**src/rtl/cfg_regfile_apb.sv**
```systemverilog
// APB4 configuration register file: CTRL/STATUS/IRQ_EN block followed by NUM_REGS generic words.
// Define CFG_SHADOW_EN to drive cfg_out from a bank captured on each accepted start.
module cfg_regfile_apb #(
  parameter int unsigned ADDR_WIDTH = 10,
  parameter int unsigned DATA_WIDTH = 32,
  parameter int unsigned NUM_REGS   = 24,
  parameter logic [NUM_REGS*DATA_WIDTH-1:0] RESET_VALUES = '0
) (
  input  logic                           PCLK,
  input  logic                           PRESET,
  input  logic [ADDR_WIDTH-1:0]          PADDR,
  input  logic                           PSEL,
  input  logic                           PENABLE,
  input  logic                           PWRITE,
  input  logic [DATA_WIDTH-1:0]          PWDATA,
  input  logic [DATA_WIDTH/8-1:0]        PSTRB,
  output logic [DATA_WIDTH-1:0]          PRDATA,
  output logic                           PREADY,
  output logic                           PSLVERR,
  output logic [NUM_REGS*DATA_WIDTH-1:0] cfg_out,
  output logic                           start_tpu,
  output logic                           pe_reset,
  output logic                           busy,
  output logic                           irq,
  input  logic                           done_tpu
);

  localparam int unsigned IdxW  = ADDR_WIDTH - 2;
  localparam int unsigned StrbW = DATA_WIDTH / 8;
  localparam logic [IdxW-1:0] IdxCtrl   = IdxW'(0);
  localparam logic [IdxW-1:0] IdxStatus = IdxW'(1);
  localparam logic [IdxW-1:0] IdxIrqEn  = IdxW'(2);
  localparam logic [IdxW-1:0] LastIdx   = IdxW'(NUM_REGS + 2);

  typedef enum logic [1:0] {StIdle, StAccess, StResp} state_e;

  state_e                state_q, state_d;
  logic [DATA_WIDTH-1:0] gen_q [NUM_REGS];
  logic [DATA_WIDTH-1:0] gen_d [NUM_REGS];
  logic [DATA_WIDTH-1:0] prdata_q, prdata_d, rdata;
  logic                  pready_q, pready_d, pslverr_q, pslverr_d;
  logic                  start_q, start_d, pe_reset_q, pe_reset_d;
  logic                  busy_q, busy_d, done_q, done_d, overrun_q, overrun_d;
  logic [1:0]            irq_en_q, irq_en_d;
  logic                  irq_q, irq_d;

  logic [IdxW-1:0] idx;
  logic            addr_err, in_access, wr_ok;
  logic            ctrl_wr, status_wr, irqen_wr, start_req, done_set;

  assign idx       = PADDR[ADDR_WIDTH-1:2];
  assign addr_err  = (PADDR[1:0] != 2'b00) || (idx > LastIdx);
  assign in_access = (state_q == StAccess);
  assign wr_ok     = in_access && PWRITE && !addr_err;
  assign ctrl_wr   = wr_ok && (idx == IdxCtrl);
  assign status_wr = wr_ok && (idx == IdxStatus);
  assign irqen_wr  = wr_ok && (idx == IdxIrqEn);
  assign start_req = ctrl_wr && PWDATA[0];
  // done only counts while a run is in progress; a start is only accepted while idle
  assign done_set  = busy_q && done_tpu;

  always_comb begin
    state_d = state_q;
    unique case (state_q)
      StIdle:   if (PSEL && !PENABLE) state_d = StAccess;
      StAccess: state_d = StResp;
      StResp:   state_d = StIdle;
      default:  state_d = StIdle;
    endcase
  end

  always_comb begin
    rdata = '0;
    if (idx == IdxStatus) rdata[2:0] = {overrun_q, done_q, busy_q};
    if (idx == IdxIrqEn)  rdata[1:0] = irq_en_q;
    for (int i = 0; i < NUM_REGS; i++) begin
      if (idx == IdxW'(i + 3)) rdata = gen_q[i];
    end
  end

  always_comb begin
    prdata_d   = '0;
    pslverr_d  = in_access && addr_err;
    pready_d   = in_access;
    if (in_access && !PWRITE && !addr_err) prdata_d = rdata;

    start_d    = start_req && !busy_q;
    pe_reset_d = ctrl_wr && PWDATA[15];
    busy_d     = start_d ? 1'b1 : (done_set ? 1'b0 : busy_q);
    // W1C clears lose against a set on the same edge
    done_d     = done_set | (done_q & ~(status_wr & PWDATA[1]));
    overrun_d  = (start_req && busy_q) | (overrun_q & ~(status_wr & PWDATA[2]));
    irq_en_d   = irqen_wr ? PWDATA[1:0] : irq_en_q;
    irq_d      = (done_d & irq_en_d[0]) | (overrun_d & irq_en_d[1]);

    gen_d = gen_q;
    for (int i = 0; i < NUM_REGS; i++) begin
      if (wr_ok && (idx == IdxW'(i + 3))) begin
        for (int b = 0; b < StrbW; b++) begin
          if (PSTRB[b]) gen_d[i][b*8 +: 8] = PWDATA[b*8 +: 8];
        end
      end
    end
  end

  always_ff @(posedge PCLK) begin
    if (PRESET) begin
      state_q    <= StIdle;
      prdata_q   <= '0;
      pready_q   <= 1'b0;
      pslverr_q  <= 1'b0;
      start_q    <= 1'b0;
      pe_reset_q <= 1'b0;
      busy_q     <= 1'b0;
      done_q     <= 1'b0;
      overrun_q  <= 1'b0;
      irq_en_q   <= '0;
      irq_q      <= 1'b0;
      for (int i = 0; i < NUM_REGS; i++) gen_q[i] <= RESET_VALUES[i*DATA_WIDTH +: DATA_WIDTH];
    end else begin
      state_q    <= state_d;
      prdata_q   <= prdata_d;
      pready_q   <= pready_d;
      pslverr_q  <= pslverr_d;
      start_q    <= start_d;
      pe_reset_q <= pe_reset_d;
      busy_q     <= busy_d;
      done_q     <= done_d;
      overrun_q  <= overrun_d;
      irq_en_q   <= irq_en_d;
      irq_q      <= irq_d;
      gen_q      <= gen_d;
    end
  end

`ifdef CFG_SHADOW_EN
  logic [DATA_WIDTH-1:0] shadow_q [NUM_REGS];

  // Captured on the edge that raises start_tpu so the running layer sees a stable set
  always_ff @(posedge PCLK) begin
    if (PRESET) begin
      for (int i = 0; i < NUM_REGS; i++) shadow_q[i] <= RESET_VALUES[i*DATA_WIDTH +: DATA_WIDTH];
    end else if (start_d) begin
      shadow_q <= gen_q;
    end
  end

  for (genvar g = 0; g < NUM_REGS; g++) begin : gen_cfg_out
    assign cfg_out[g*DATA_WIDTH +: DATA_WIDTH] = shadow_q[g];
  end
`else
  for (genvar g = 0; g < NUM_REGS; g++) begin : gen_cfg_out
    assign cfg_out[g*DATA_WIDTH +: DATA_WIDTH] = gen_q[g];
  end
`endif

  assign PRDATA    = prdata_q;
  assign PREADY    = pready_q;
  assign PSLVERR   = pslverr_q;
  assign start_tpu = start_q;
  assign pe_reset  = pe_reset_q;
  assign busy      = busy_q;
  assign irq       = irq_q;

endmodule

```
**config.mk**
```make
export PLATFORM = sky130hd
export DESIGN_NAME = cfg_regfile_apb
export DESIGN_NICKNAME = d
export VERILOG_FILES = /design/src/rtl/cfg_regfile_apb.sv
export SDC_FILE = /design/constraint.sdc
export NUM_CORES = 2
export LEC_CHECK = 0
export CORE_AREA = 2 2 330 332
export CTS_BUF_LIST = sky130_fd_sc_hd__clkbuf_4
export CTS_CLUSTER_DIAMETER = 100
export DETAILED_ROUTE_END_ITERATION = 10
export DIE_AREA = 0 0 332 334
export SYNTH_ARGS = -nofsm -noshare
export SYNTH_HDL_FRONTEND = slang
export SYNTH_SLANG_ARGS = --single-unit
```
**constraint.sdc**
```tcl
create_clock -name PCLK -period 3.5 [get_ports PCLK]
set_input_delay 0.35 -clock PCLK [delete_from_list [all_inputs] [get_ports PCLK]]
set_output_delay 0.35 -clock PCLK [all_outputs]
set_load 0.01 [all_outputs]
```
==> results.md <==
- Yosys warning total: 0
- Post-synth net total: 4949
- Pre-antenna DRT Iters: 7
- Most frequent cells in the layout: nand2_1 (928), a21oi_1 (881), clkdlybuf4s50_1 (848)
- Critical-path maximum fanout: 35
- Flop-to-flop setup slack: 0.60 ns
- I/O pin count: approximately 860
- Die W: approximately 330 um
- Final wirelength: 267000 um
- DR vias/cell: around 6.4
- CTS resizes: 0
- Most common cell after layout, fill and taps aside: nand2_1
- # nets final: 6010
- R2r startpoint: cfg_out[52]
- Worst endpoint data arrival time: 4.34 ns
- CTS tree: built
- DR vias: between 40000 and 50000
- Power Density: approximately 380 nW/um2
- Chip height: around 330 um
- Initial antenna violation count: 19
- Worst setup EP type: register
- Hold Path Depth: 4
- Synthesized instance count: ~5000
- GRT met3 Usage: 0.157
- Gpl congestion: 1.06
- Async SR Flop Fraction: 0
- Pin count of the biggest net entering global routing: between 200 and 250
- Row count: 121
- P&R area growth vs syn: 40.7%
- Clk_lat worst skew: approximately 1.2 ns
- Leak Pwr: 17.5 nW
- Worst slew pin tran: 1.32 ns
- Total track usage: 0.459
- CTS Hold Bufs: 11
- Layout Skew: around 0.093 ns
- CTS root buffer: clkbuf_4
- Cell Area, Synth: 37500 um2
- Fraction of layout instances using a drive strength above 1: 0.150
- Die area: 111000 um2
- CTS buffer count: 223
- Met2 Use GR: 0.672
- EDFF count, synth: 0
- Average cell area after synthesis: between 7 and 8 um2
- Max-slew violation count: 0
- Final setup violation count: 0
- First-pass GRT wire length: 359000 um
- R2r worst-path depth: 6
- Vias in the first global route: about 44000
- Hold Path Sink: cfg_out[324]
- H-tree levels: 4
- Initial Utilization: 0.347
- RSZ-0062 raised after global routing: false
- Hold Path Class: in2reg
- Iteration-0 DRC count of the detailed router: 8558
- Design Area, Final: roughly 53000 um2
- Max_slew headroom: 0.106
- Status: finished, final reports clean
- Max-Cap Viols: 0
- Placed cell area: 49700 um2
- Worst r2r dst: PRDATA[20]
- FF+latch count, synth: 812
- Period utilization: 0.928
- Synth Flop Type: dfxtp_1
- CTS Sinks: 812
- I/O Buffers: 857
- Final hold violation count: 0
- Crit path required time: 4.59 ns
- Fmax: 308 MHz
- Core area: 108000 um2
- Final Power: 19.8 mW
- Routed Antenna Nets: 0
- Crit path launch type: input pin
- Final Critical Period: 3.25 ns
- Grt total ovfl: 0
- Seq/Total Area, Yosys: 0.434
- Busiest layer in global routing: met2
- Met1 layer usage reported by global route: 0.570
- Worst vdd ir: 0.225 mV
- Clock buffer depth: 3
- DR DRC count: 0
- HPWL Detailed: 197000 um
- Avg WL per Cell: ~35 um
- HP Start: PWDATA[4]
- Clk pin slew, worst setup/hold paths: 0.06 ns
- Post-CTS Setup Repair Bufs: 0
- Setup Crit Path Kind: in2reg
- Count of cell types in the netlist: slightly below 90
worst max path at each step:
stage                  start    endpoint  slack (ns)  cells after the start
finish              PADDR[2]  PRDATA[29]        0.25                      9
global route        PADDR[2]  PRDATA[29]        0.31                      9
CTS                 PADDR[2]  PRDATA[29]        0.57                      9
detailed placement  PADDR[9]  PRDATA[29]       -0.38                      6
global placement    PADDR[4]  PRDATA[30]       -0.52                      7
floorplan           PADDR[3]  PRDATA[25]        1.39                     10
cells in the mapped netlist, types with 24 or more instances:
library cell / number / area share
o22ai_1: 58 / 0.0097
buf_2: 233 / 0.031
dfxtp_1: 812 / 0.43
mux2_2: 27 / 0.0081
clkbuf_1: 216 / 0.022
o221ai_1: 28 / 0.0065
a22oi_1: 57 / 0.011
nand3_1: 776 / 0.10
o211ai_1: 28 / 0.0056
a21oi_1: 881 / 0.12
nor2_1: 138 / 0.014
nand2_1: 928 / 0.093
a221oi_1: 30 / 0.0070
o21ai_0: 148 / 0.020
a211oi_1: 25 / 0.0050
nor3_1: 24 / 0.0032
a31oi_1: 26 / 0.0043
mux2i_1: 72 / 0.019
metrics by stage:
stage	hold WS [ns]	worst slack (ns)	util	instances	setup TNS, ns
final	0.0756	0.252	0.489	7528	0
after global routing	0.0381	0.314	0.489	7523	0
after CTS	0.0177	0.571	0.488	7517	0
after detailed placement	0.460	-0.382	0.462	7136	-0.833
after global placement	0.456	-0.521	0.461	7135	-1.52
after floorplan	0.459	1.39	-	4897	0
flip-flops by register name (all words and copies together), names as in the netlist:
name,cells
pe_reset,1
PSLVERR,1
state_q,2
start_tpu,1
busy,1
PRDATA,32
overrun_q,1
irq,1
irq_en_q,2
PREADY,1
done_q,1
cfg_out,768
power breakdown:
group	switching (mW)	leakage (nW)	internal, mW
combinational	1.22	9.26	0.349
sequential	0.00162	6.54	9.24
clock	4.42	1.66	4.60
total	5.64	17.5	14.2
critical path, cell delays in order:
cell           delay, ns
dlygate4sd3_1       0.56
buf_6               0.38
buf_4               0.27
nor4bb_4            0.45
buf_4               0.23
a221oi_1            0.09
o311ai_0            1.09
a31oi_1             0.49
o22ai_1             0.35
layer usage:
layer  vias to the layer above  wire length, um
li1                      19703                -
met1                     22959            97100
met2                      4205           111000
met3                       921            37700
met4                        16            21200
met5                         -              109
final cells by class:
type | count | area [um2]
Fill cell | 10795 | 55100
Sequential cell | 812 | 16300
Antenna cell | 11 | 27.5
Inverter | 16 | 60.1
Clock buffer | 328 | 2460
Tap cell | 1414 | 1770
Timing Repair Buffer | 1326 | 12700
Multi-Input combinational cell | 3579 | 19100
Clock inverter | 42 | 330
kinds of logic after synthesis:
logic type / Yosys count / synth area share
compound gates: 1467 / 0.230
buf+inv: 506 / 0.0611
mux: 106 / 0.0316
simple gates: 2006 / 0.244
flops: 812 / 0.434
Note: power is estimated with default switching activity, not from simulation.
